$ cat src/rtl/flag_shadow_stack_if.sv
// flag_shadow_stack_if: control/status bundle between the control unit and the flag shadow stack
// Ports (slave view, i.e. the stack):
//   flg_d_i/flg_ld_i/flg_set_i/flg_clr_i  per-flag ALU data, load, force-1, force-0
//   flg_push_i/flg_pop_i                  interrupt entry save / return restore
//   err_clr_i                             clear the sticky error flags
//   flg_q_o                               live flags
//   cnt_o/empty_o/full_o                  stack occupancy and its decodes
//   ovf_o/unf_o                           sticky push-while-full / pop-while-empty
interface flag_shadow_stack_if #(
    parameter int NFLAGS = 2,
    parameter int DEPTH  = 4
);
    localparam int CW = $clog2(DEPTH + 1);
    logic [NFLAGS-1:0] flg_d_i;
    logic [NFLAGS-1:0] flg_ld_i;
    logic [NFLAGS-1:0] flg_set_i;
    logic [NFLAGS-1:0] flg_clr_i;
    logic              flg_push_i;
    logic              flg_pop_i;
    logic              err_clr_i;
    logic [NFLAGS-1:0] flg_q_o;
    logic [CW-1:0]     cnt_o;
    logic              empty_o;
    logic              full_o;
    logic              ovf_o;
    logic              unf_o;
    modport master (
        output flg_d_i, flg_ld_i, flg_set_i, flg_clr_i, flg_push_i, flg_pop_i, err_clr_i,
        input  flg_q_o, cnt_o, empty_o, full_o, ovf_o, unf_o
    );
    modport slave (
        input  flg_d_i, flg_ld_i, flg_set_i, flg_clr_i, flg_push_i, flg_pop_i, err_clr_i,
        output flg_q_o, cnt_o, empty_o, full_o, ovf_o, unf_o
    );
endinterface

$ cat src/rtl/flag_shadow_stack.sv
// flag_shadow_stack: status flag register with a LIFO shadow stack for nested interrupts
// Ports:
//   clk_i  system clock, rising edge
//   rst_i  asynchronous active-high reset (flags, count, errors; stack storage is not cleared)
//   bus    flag_shadow_stack_if slave modport: flag controls, push/pop, error clear, status
module flag_shadow_stack #(
    parameter int NFLAGS = 2,
    parameter int DEPTH  = 4
) (
    input logic             clk_i,
    input logic             rst_i,
    flag_shadow_stack_if.slave bus
);
    localparam int CW = $clog2(DEPTH + 1);
    logic [NFLAGS-1:0] stk_q [DEPTH];
    logic [NFLAGS-1:0] flg_q, flg_d, top;
    logic [CW-1:0]     cnt_q, cnt_d;
    logic              ovf_q, ovf_d, unf_q, unf_d;
    logic              empty, full, pushv, popv;
    assign empty = cnt_q == '0;
    assign full  = cnt_q == CW'(DEPTH);
    // simultaneous push and pop cancel out entirely
    assign pushv = bus.flg_push_i & ~bus.flg_pop_i & ~full;
    assign popv  = bus.flg_pop_i & ~bus.flg_push_i & ~empty;
    // decoded read of entry[cnt-1]; avoids an out-of-range index when empty
    always_comb begin
        top = '0;
        for (int k = 0; k < DEPTH; k++) if (cnt_q == CW'(k + 1)) top = stk_q[k];
    end
    // priority per bit: clear, set, pop restore, load, hold
    always_comb begin
        flg_d = ~bus.flg_clr_i & (bus.flg_set_i |
                (popv ? top : (bus.flg_ld_i & bus.flg_d_i) | (~bus.flg_ld_i & flg_q)));
        cnt_d = pushv ? cnt_q + CW'(1) : popv ? cnt_q - CW'(1) : cnt_q;
        ovf_d = (ovf_q & ~bus.err_clr_i) | (bus.flg_push_i & ~bus.flg_pop_i & full);
        unf_d = (unf_q & ~bus.err_clr_i) | (bus.flg_pop_i & ~bus.flg_push_i & empty);
    end
    always_ff @(posedge clk_i or posedge rst_i) begin
        if (rst_i) begin
            flg_q <= '0;
            cnt_q <= '0;
            ovf_q <= 1'b0;
            unf_q <= 1'b0;
        end else begin
            flg_q <= flg_d;
            cnt_q <= cnt_d;
            ovf_q <= ovf_d;
            unf_q <= unf_d;
        end
    end
    // storage needs no reset: an entry is only read after it has been written
    always_ff @(posedge clk_i) begin
        for (int k = 0; k < DEPTH; k++) if (pushv && cnt_q == CW'(k)) stk_q[k] <= flg_q;
    end
    assign bus.flg_q_o = flg_q;
    assign bus.cnt_o   = cnt_q;
    assign bus.empty_o = empty;
    assign bus.full_o  = full;
    assign bus.ovf_o   = ovf_q;
    assign bus.unf_o   = unf_q;
endmodule
$ cat src/flat_wrapper.sv
// flat-port wrapper written by rule: the top's interface ports become plain ports
module flag_shadow_stack_flat 
#(
    parameter int NFLAGS = 2,
    parameter int DEPTH  = 4
)
  (clk_i, rst_i, bus_flg_d_i, bus_flg_ld_i, bus_flg_set_i, bus_flg_clr_i, bus_flg_push_i, bus_flg_pop_i, bus_err_clr_i, bus_flg_q_o, bus_cnt_o, bus_empty_o, bus_full_o, bus_ovf_o, bus_unf_o);
  flag_shadow_stack_if #(.NFLAGS(NFLAGS), .DEPTH(DEPTH)) bus_i ();
  input logic clk_i;
  input logic rst_i;
  input wire logic [$bits(bus_i.flg_d_i)-1:0] bus_flg_d_i;
  input wire logic [$bits(bus_i.flg_ld_i)-1:0] bus_flg_ld_i;
  input wire logic [$bits(bus_i.flg_set_i)-1:0] bus_flg_set_i;
  input wire logic [$bits(bus_i.flg_clr_i)-1:0] bus_flg_clr_i;
  input wire logic [$bits(bus_i.flg_push_i)-1:0] bus_flg_push_i;
  input wire logic [$bits(bus_i.flg_pop_i)-1:0] bus_flg_pop_i;
  input wire logic [$bits(bus_i.err_clr_i)-1:0] bus_err_clr_i;
  output wire logic [$bits(bus_i.flg_q_o)-1:0] bus_flg_q_o;
  output wire logic [$bits(bus_i.cnt_o)-1:0] bus_cnt_o;
  output wire logic [$bits(bus_i.empty_o)-1:0] bus_empty_o;
  output wire logic [$bits(bus_i.full_o)-1:0] bus_full_o;
  output wire logic [$bits(bus_i.ovf_o)-1:0] bus_ovf_o;
  output wire logic [$bits(bus_i.unf_o)-1:0] bus_unf_o;
  assign bus_i.flg_d_i = bus_flg_d_i;
  assign bus_i.flg_ld_i = bus_flg_ld_i;
  assign bus_i.flg_set_i = bus_flg_set_i;
  assign bus_i.flg_clr_i = bus_flg_clr_i;
  assign bus_i.flg_push_i = bus_flg_push_i;
  assign bus_i.flg_pop_i = bus_flg_pop_i;
  assign bus_i.err_clr_i = bus_err_clr_i;
  assign bus_flg_q_o = bus_i.flg_q_o;
  assign bus_cnt_o = bus_i.cnt_o;
  assign bus_empty_o = bus_i.empty_o;
  assign bus_full_o = bus_i.full_o;
  assign bus_ovf_o = bus_i.ovf_o;
  assign bus_unf_o = bus_i.unf_o;
  flag_shadow_stack #(.NFLAGS(NFLAGS), .DEPTH(DEPTH)) u_core (.clk_i(clk_i), .rst_i(rst_i), .bus(bus_i));
endmodule
$ cat config.mk
export PLATFORM = sky130hd
export DESIGN_NAME = flag_shadow_stack_flat
export DESIGN_NICKNAME = d
export VERILOG_FILES = /design/src/rtl/flag_shadow_stack_if.sv /design/src/rtl/flag_shadow_stack.sv /design/src/flat_wrapper.sv
export SDC_FILE = /design/constraint.sdc
export NUM_CORES = 1
export LEC_CHECK = 0
export CAP_MARGIN = 20
export CELL_PAD_IN_SITES_DETAIL_PLACEMENT = 1
export CELL_PAD_IN_SITES_GLOBAL_PLACEMENT = 1
export CORE_MARGIN = 3
export CORE_UTILIZATION = 36
export CTS_CLUSTER_SIZE = 10
export DETAILED_ROUTE_END_ITERATION = 12
export HOLD_SLACK_MARGIN = 0.05
export PLACE_DENSITY_LB_ADDON = 0.1
export SLEW_MARGIN = 10
export SYNTH_ARGS = -nofsm -noshare
export SYNTH_HDL_FRONTEND = slang
export SYNTH_SLANG_ARGS = --single-unit
$ cat constraint.sdc
create_clock -name clk_i -period 2.2 [get_ports clk_i]
set_input_delay 0.22 -clock clk_i [delete_from_list [all_inputs] [get_ports clk_i]]
set_output_delay 0.22 -clock clk_i [all_outputs]
set_load 0.1 [all_outputs]
==> PnR_summary.wiki, run 1 <==
{| class="wikitable"
! Metric !! Value
|-
| Die Height || 55.3 microns
|-
| Final Hold Vio Count || 0
|-
| Longest Clk Path Bufs || 2
|-
| Syn Std Cell Area || 875 sq um
|-
| Cells after DPL || 126
|-
| Worst-path fanout max || 9
|-
| Iteration-0 DRC Markers || 21
|-
| Critical Path End Type || output pin
|-
| H-Tree Level Count || 1
|-
| Internal power consumption || 739 uW
|-
| CP Class || flip-flop to output pin
|-
| Data required time at the worst endpoint || 1.98 ns
|-
| Maximum clock skew at final layout || 0.00369 ns
|-
| Relative slew margins || 74.7%
|-
| Data arrival, critical path || 1.77 ns
|-
| Post-CTS Hold Buffers || 0
|-
| CTS clock-pin slew for the worst setup and hold paths || 0.09 ns
|-
| Final Net Count || 122
|-
| Sequential cell area || 419 sq um
|-
| Reg power frac || 26.7%
|-
| Initial antenna violation count || 0
|-
| Share of the clock period used by the worst path || 90.3%
|-
| Total detailed-routing wirelength || 2.14 mm
|-
| Setup repair after global routing missed its margin || false
|-
| Number of buffers inserted during clock tree synthesis || 3
|-
| Leakage power summed over all cells || 0.480 nW
|-
| Cells after Synth || 80
|-
| Number of I/O port buffers || 21
|-
| Cell at the root of the clock tree || sky130_fd_sc_hd__clkbuf_4
|-
| Register area share after synthesis || 47.5%
|-
| Pwr/cell area || 1430 nW/um^2
|-
| Grt ovf || 0
|-
| Final critical path time including I/O delays and setup || 1.99 ns
|-
| DIE WIDTH || 55.3 microns
|-
| Die Footprint || 3060 sq um
|-
| Placeable core region || 2250 sq um
|-
| Pin count of the biggest net entering global routing || 12
|-
| Insertion delay of the later-clocked pin in the worst-skew pair || 0.29 ns
|-
| Setup crit start kind || flip-flop
|-
| Class of the tightest hold or removal check || input pin to asynchronous set/reset pin
|-
| Fmax || 0.503 GHz
|-
| Post-synth net total || 99
|-
| Placement Rows || 17
|-
| Post-Layout Cell Count || 130
|-
| Highest-count cells in the layout ignoring fill and taps || sky130_fd_sc_hd__clkdlybuf4s50_1, sky130_fd_sc_hd__inv_1, sky130_fd_sc_hd__edfxtp_1, sky130_fd_sc_hd__nor2_1, sky130_fd_sc_hd__buf_4
|-
| Portion of total power attributed to combinational logic || 63.5%
|-
| Resized Gates After CTS || 0
|-
| Average footprint of a synthesized cell || 10.9 sq um
|-
| Count of antenna diodes in the layout || 0
|-
| Slowest cell on the critical path || sky130_fd_sc_hd__dfrtp_2
|-
| Slew at the pin closest to its max-slew limit || 0.379 ns
|-
| Number of iterations in the first detailed-routing pass || 5
|-
| Multi-input gate area || 405 sq um
|-
| Max-capacitance violation count || 0
|-
| Most frequent standard cell in the layout excluding fill and tap cells || sky130_fd_sc_hd__clkdlybuf4s50_1
|-
| Post-Route Setup TNS || 0 ns
|-
| Via Count || 676
|-
| Final max-slew violation count || 0
|-
| Overall Global Routing Usage || 15.2%
|-
| Number of buffers inserted to repair setup after CTS || 0
|-
| Cell mode on critical path || sky130_fd_sc_hd__inv_1
|-
| CTS Sinks || 15
|-
| Net switching share of the total power || 54.2%
|-
| Layout cell share with drive strength beyond 1 || 22.5%
|-
| Clk pwr share || 9.8%
|-
| IR drop worst, VDD || 0.701 mV
|-
| Routed wirelength normalized by instance count || 16.5 microns
|-
| Cell Chain, Critical Path || inv_1 > ha_1 > nand2_1 > inv_1 > buf_12
|-
| Effective utilization at floorplan || 38.8%
|-
| Setup Viol. Count Final || 0
|-
| Number of different library cells in the post-synthesis netlist || 30
|-
| Peak per-stage delay on the critical path || 0.44 ns
|-
| Layout filler cell count || 264
|-
| Switch Pwr || 875 uW
|-
| Detailed Place HPWL || 1.70 mm
|-
| Number of vias per cell || 5.20
|-
| Routability cong. || 0.763
|-
| DRC || 0
|-
| Growth of design area from synthesis to finish || 29.2%
|-
| Hold_ws || 0.165 ns
|-
| Wire length of the first global-routing pass || 3.44 mm
|-
| Routed Antenna Nets || 0
|-
| IO Pins || 22
|-
| Outcome || completed
|-
| CTS tree || yes
|-
| Number of synthesized register bits || 15
|-
| Vias in the first global route || 674
|-
| Synthesis warning total || 0
|}
-- stage by stage --
| step | setup slack (ns) | utilization (%) | power, mW | instance area (sq um) |
|---|---|---|---|---|
| 2_1_floorplan | 0.147 | - | 1.21 | 878 |
| 3_3_place_gp | 0.409 | 48.9 | 1.45 | 1100 |
| 3_5_place_dp | 0.325 | 48.9 | 1.46 | 1100 |
| 4_1_cts | 0.200 | 50.1 | 1.63 | 1130 |
| 5_1_grt | 0.103 | 50.1 | 1.70 | 1130 |
| 6_report | 0.213 | 50.1 | 1.61 | 1130 |
-- kinds of logic after synthesis --
| group | synth area share [%] |
|---|---|
| xor+xnor | 2.00 |
| simple gates | 17.6 |
| buf+inv | 6.15 |
| mux | 3.72 |
| flops | 47.5 |
| compound gates | 14.5 |
| fa+ha+maj | 8.58 |
-- sequential cells by signal, summed over array words and instances, names as in the netlist --
register,count
u_core.bus.unf_o,1
u_core.bus.cnt_o,3
u_core.bus.flg_q_o,2
u_core.bus.ovf_o,1
u_core.stk_q,8
-- layer usage --
metal  routed length, microns  global-route usage [%]
met2                     1010                    22.8
met4                       25                    5.21
met1                      968                    19.6
met5                        0                       0
met3                      140                    6.31
-- synth_stat cells (all sizes together) --
library cell  count  share of area (%)
edfxtp            8                 27
inv               8                3.4
dfrtp             7                 20
nor2              7                3.0
ha                6                8.6
nand2             6                2.6
a21oi             4                3.1
and3              4                2.9
buf               3                2.7
nand2b            3                2.4
nor2b             3                2.1
o22ai             3                2.1
a211o             2                2.0
a222oi            2                2.3
mux2              2                2.6
o21ai             2                1.1
a22oi             1               0.86
and2b             1                1.0
mux2i             1                1.1
nor3b             1               0.86
nor4b             1                2.7
o2111ai           1                1.0
o311ai            1                1.0
o31ai             1               0.86
xnor2             1                1.0
xor2              1                1.0
-- final timing paths --
check | cells after the start | slack (ns) | start | endpoint
worst max register to register | 6 | 0.29 | u_core.bus.cnt_o[2] | u_core.bus.flg_q_o[0]
worst max-delay path | 5 | 0.21 | u_core.bus.cnt_o[0] | bus_full_o
worst min register to register | 2 | 0.54 | u_core.bus.unf_o | u_core.bus.unf_o
max in group asynchronous | 2 | 1.79 | rst_i | u_core.bus.cnt_o[0]
min in group clk_i | 2 | 0.47 | bus_flg_clr_i[0] | u_core.bus.flg_q_o[0]
worst min-delay path | 2 | 0.16 | rst_i | u_core.bus.ovf_o
-- area by class of cell --
| cell class | count | area share (%) |
|---|---|---|
| clock buffers | 3 | 1.99 |
| clock inverters | 1 | 0.443 |
| inverters | 8 | 2.66 |
| multi-input cells | 54 | 35.9 |
| flip-flops and latches | 15 | 37.1 |
| well taps | 28 | 3.10 |
| repair buffers | 21 | 18.8 |
-- critical path, delay by kind of cell, from the launching register on --
kind	cells	cell delay [ns]
adder cells (fa/ha/maj)	1	0.40
buffers and inverters	3	0.45
flip-flops	1	0.44
AND/OR/NAND/NOR	1	0.19
-- power by group through the flow --
stage	Combinational [mW]	Sequential, mW	Clock, mW
floorplan	0.515	0.693	0
global placement	1.02	0.432	0
detailed placement	1.03	0.436	0
CTS	1.03	0.431	0.167
global route	1.08	0.445	0.182
finish	1.02	0.431	0.158
Note: power is estimated with default switching activity, not from simulation.
==> run 2, diff against run 1 <==
--- a/config.mk
+++ b/config.mk
@@ -8,10 +8,10 @@
 export CAP_MARGIN = 20
 export CELL_PAD_IN_SITES_DETAIL_PLACEMENT = 1
 export CELL_PAD_IN_SITES_GLOBAL_PLACEMENT = 1
-export CORE_MARGIN = 3
 export CORE_UTILIZATION = 36
-export CTS_CLUSTER_SIZE = 10
+export CTS_CLUSTER_SIZE = 8
 export DETAILED_ROUTE_END_ITERATION = 12
+export GPL_ROUTABILITY_DRIVEN = 0
 export HOLD_SLACK_MARGIN = 0.05
 export PLACE_DENSITY_LB_ADDON = 0.1
 export SLEW_MARGIN = 10
==> PnR_summary.wiki, run 2 (same netlist as run 1, synthesis figures left out) <==
{| class="wikitable"
! Metric !! Value
|-
| Outcome || completed (unchanged)
|-
| Crit path to || bus_full_o (unchanged)
|-
| Number of iterations in the first detailed-routing pass || 5 (unchanged)
|-
| Grt ovf || 0 (unchanged)
|-
| Peak per-stage delay on the critical path || 0.44 ns (about the same)
|-
| Post-CTS Hold Buffers || 0 (unchanged)
|-
| Fmax || 0.498 GHz (was 0.503 GHz)
|-
| Worst-path fanout max || 9 (unchanged)
|-
| Critical Path End Type || output pin (unchanged)
|-
| Placement Rows || 17 (unchanged)
|-
| Die Footprint || 2630 sq um (was 3060 sq um)
|-
| Total detailed-routing wirelength || 1.98 mm (was 2.14 mm)
|-
| Count of antenna diodes in the layout || 0 (unchanged)
|-
| Growth of design area from synthesis to finish || 29.2% (unchanged)
|-
| Final max-slew violation count || 0 (unchanged)
|-
| Reg power frac || 27.0% (was 26.7%)
|-
| Slowest cell on the critical path || sky130_fd_sc_hd__dfrtp_2 (unchanged)
|-
| Cell Chain, Critical Path || inv_1 > ha_1 > nand2_1 > inv_1 > buf_12 (unchanged)
|-
| CTS Sinks || 15 (unchanged)
|-
| Layout cell share with drive strength beyond 1 || 22.5% (unchanged)
|-
| CP Class || flip-flop to output pin (unchanged)
|-
| Detailed Place HPWL || 1.53 mm (was 1.70 mm)
|-
| Leakage power summed over all cells || 0.480 nW (unchanged)
|-
| Switch Pwr || 868 uW (was 875 uW)
|-
| DIE WIDTH || 51.3 microns (was 55.3 microns)
|-
| Pin count of the biggest net entering global routing || 12 (unchanged)
|-
| Iteration-0 DRC Markers || 14 (was 21)
|-
| Highest-count cells in the layout ignoring fill and taps || sky130_fd_sc_hd__clkdlybuf4s50_1, sky130_fd_sc_hd__inv_1, sky130_fd_sc_hd__edfxtp_1, sky130_fd_sc_hd__nor2_1, sky130_fd_sc_hd__buf_4 (unchanged)
|-
| Sequential cell area || 419 sq um (unchanged)
|-
| Number of I/O port buffers || 21 (unchanged)
|-
| Final Net Count || 122 (unchanged)
|-
| Die Height || 51.3 microns (was 55.3 microns)
|-
| Internal power consumption || 739 uW (about the same)
|-
| Wire length of the first global-routing pass || 3.37 mm (was 3.44 mm)
|-
| Multi-input gate area || 405 sq um (unchanged)
|-
| Number of cells on the worst reg-to-reg path || 6 (unchanged)
|-
| Most frequent standard cell in the layout excluding fill and tap cells || sky130_fd_sc_hd__clkdlybuf4s50_1 (unchanged)
|-
| Insertion delay of the later-clocked pin in the worst-skew pair || 0.29 ns (about the same)
|-
| IO Pins || 22 (unchanged)
|-
| Vias in the first global route || 712 (was 674)
|-
| Number of flip-flops under the largest register name || 8 (unchanged)
|-
| CTS tree || yes (unchanged)
|-
| Routed Antenna Nets || 0 (unchanged)
|-
| Slew at the pin closest to its max-slew limit || 0.386 ns (was 0.379 ns)
|-
| Setup repair after global routing missed its margin || false (unchanged)
|-
| Routed wirelength normalized by instance count || 15.2 microns (was 16.5 microns)
|-
| Final critical path time including I/O delays and setup || 2.01 ns (was 1.99 ns)
|-
| Setup Viol. Count Final || 0 (unchanged)
|-
| Post-Route Setup TNS || 0 ns (unchanged)
|-
| Cell at the root of the clock tree || sky130_fd_sc_hd__clkbuf_4 (unchanged)
|-
| CTS clock-pin slew for the worst setup and hold paths || 0.09 ns (about the same)
|-
| Share of the clock period used by the worst path || 91.4% (was 90.3%)
|-
| IR drop worst, VDD || 0.754 mV (was 0.701 mV)
|-
| Longest Clk Path Bufs || 2 (unchanged)
|-
| Class of the tightest hold or removal check || input pin to asynchronous set/reset pin (unchanged)
|-
| Via Count || 667 (was 676)
|-
| Relative slew margins || 74.3% (was 74.7%)
|-
| Cell mode on critical path || sky130_fd_sc_hd__inv_1 (unchanged)
|-
| Net switching share of the total power || 54.0% (was 54.2%)
|-
| Logic depth of the worst path, buffers included || 5 (unchanged)
|-
| Setup crit start kind || flip-flop (unchanged)
|-
| Register with the highest flop count || u_core.stk_q (unchanged)
|-
| Effective utilization at floorplan || 38.8% (unchanged)
|-
| Max-capacitance violation count || 0 (unchanged)
|-
| Number of vias per cell || 5.13 (was 5.20)
|-
| H-Tree Level Count || 1 (unchanged)
|-
| Data arrival, critical path || 1.79 ns (was 1.77 ns)
|-
| Endpoint of the worst register-to-register path || u_core.bus.flg_q_o[1] (was u_core.bus.flg_q_o[0])
|-
| Maximum clock skew at final layout || 0.00126 ns (was 0.00369 ns)
|-
| Pwr/cell area || 1420 nW/um^2 (was 1430 nW/um^2)
|-
| Final Hold Vio Count || 0 (unchanged)
|-
| Placeable core region || 2250 sq um (unchanged)
|-
| Layout filler cell count || 252 (was 264)
|-
| Data required time at the worst endpoint || 1.98 ns (about the same)
|-
| Launch point of the worst path || u_core.bus.cnt_o[0] (unchanged)
|-
| Worst Path Buf+Inv || 3 (unchanged)
|-
| Number of buffers inserted to repair setup after CTS || 0 (unchanged)
|-
| Initial antenna violation count || 0 (unchanged)
|-
| Top cell family by delay on the critical path || buffers and inverters (unchanged)
|-
| Register-to-register path setup slack || 0.28 ns (was 0.29 ns)
|-
| Final design utilization || 50.1% (unchanged)
|-
| Critical register-to-register path startpoint || u_core.bus.cnt_o[2] (unchanged)
|-
| Resized Gates After CTS || 0 (unchanged)
|-
| Number of buffers inserted during clock tree synthesis || 3 (unchanged)
|-
| Overall Global Routing Usage || 18.2% (was 15.2%)
|-
| DRC || 0 (unchanged)
|-
| Clk pwr share || 9.8% (about the same)
|-
| Portion of total power attributed to combinational logic || 63.2% (was 63.5%)
|}
run 2: cell counts in the layout (fill, tap and decap cells not counted):
Identical to the previous run, type by type.
run 2: worst min path at each step:
stage,start,to,slack [ns],cells after the start
after detailed placement,rst_i,u_core.bus.ovf_o,0.51,2
after floorplan,rst_i,u_core.bus.flg_q_o[0],0.02,1
after CTS,rst_i,u_core.bus.ovf_o,0.19,2
final,rst_i,u_core.bus.ovf_o,0.18,2
after global placement,rst_i,u_core.bus.ovf_o,0.50,2
after global routing,rst_i,u_core.bus.ovf_o,0.21,2
run 2: stage by stage:
stage          total power, mW  std cells  cell area [sq um]  hold WS, ns  worst slack, ns
3_3_place_gp              1.44        126               1100        0.498            0.384
4_1_cts                   1.61        130               1130        0.190            0.215
6_report                  1.61        130               1130        0.181            0.190
5_1_grt                   1.71        130               1130        0.213           0.0814
2_1_floorplan             1.21         80                878       0.0232            0.147
3_5_place_dp              1.45        126               1100        0.508            0.334
run 2: power by group through the flow:
stage          Combinational (mW)  Clock, mW  Sequential [mW]
3_5_place_dp                 1.01          0            0.440
4_1_cts                      1.01      0.164            0.433
3_3_place_gp                 1.01          0            0.435
6_report                     1.02      0.157            0.433
2_1_floorplan               0.515          0            0.693
5_1_grt                      1.09      0.174            0.444
run 2: worst register-to-register path: cells and delay by family (launching register included):
kind,cells,cell delay [ns]
and+or+nand+nor,1,0.25
AOI/OAI and AO/OA,3,0.62
DFF,1,0.51
adders and majority gates,1,0.31
buffers and inverters,1,0.17
run 2: cell type report:
class                      count  share of cell area [%]
multi-input combinational     54                    35.9
clock inverter                 1                   0.443
sequential                    15                    37.1
timing repair buffer          21                    18.8
inverter                       8                    2.66
clock buffer                   3                    1.99
tap                           28                    3.10
run 2: metal layers:
metal  global-route usage, %  vias to the layer above  wire length, microns
met5                       0                        -                     0
met4                    4.05                        0                     9
met3                    6.25                        2                    71
met2                    28.3                       12                   906
met1                    24.4                      324                   987
li1                        -                      329                     -
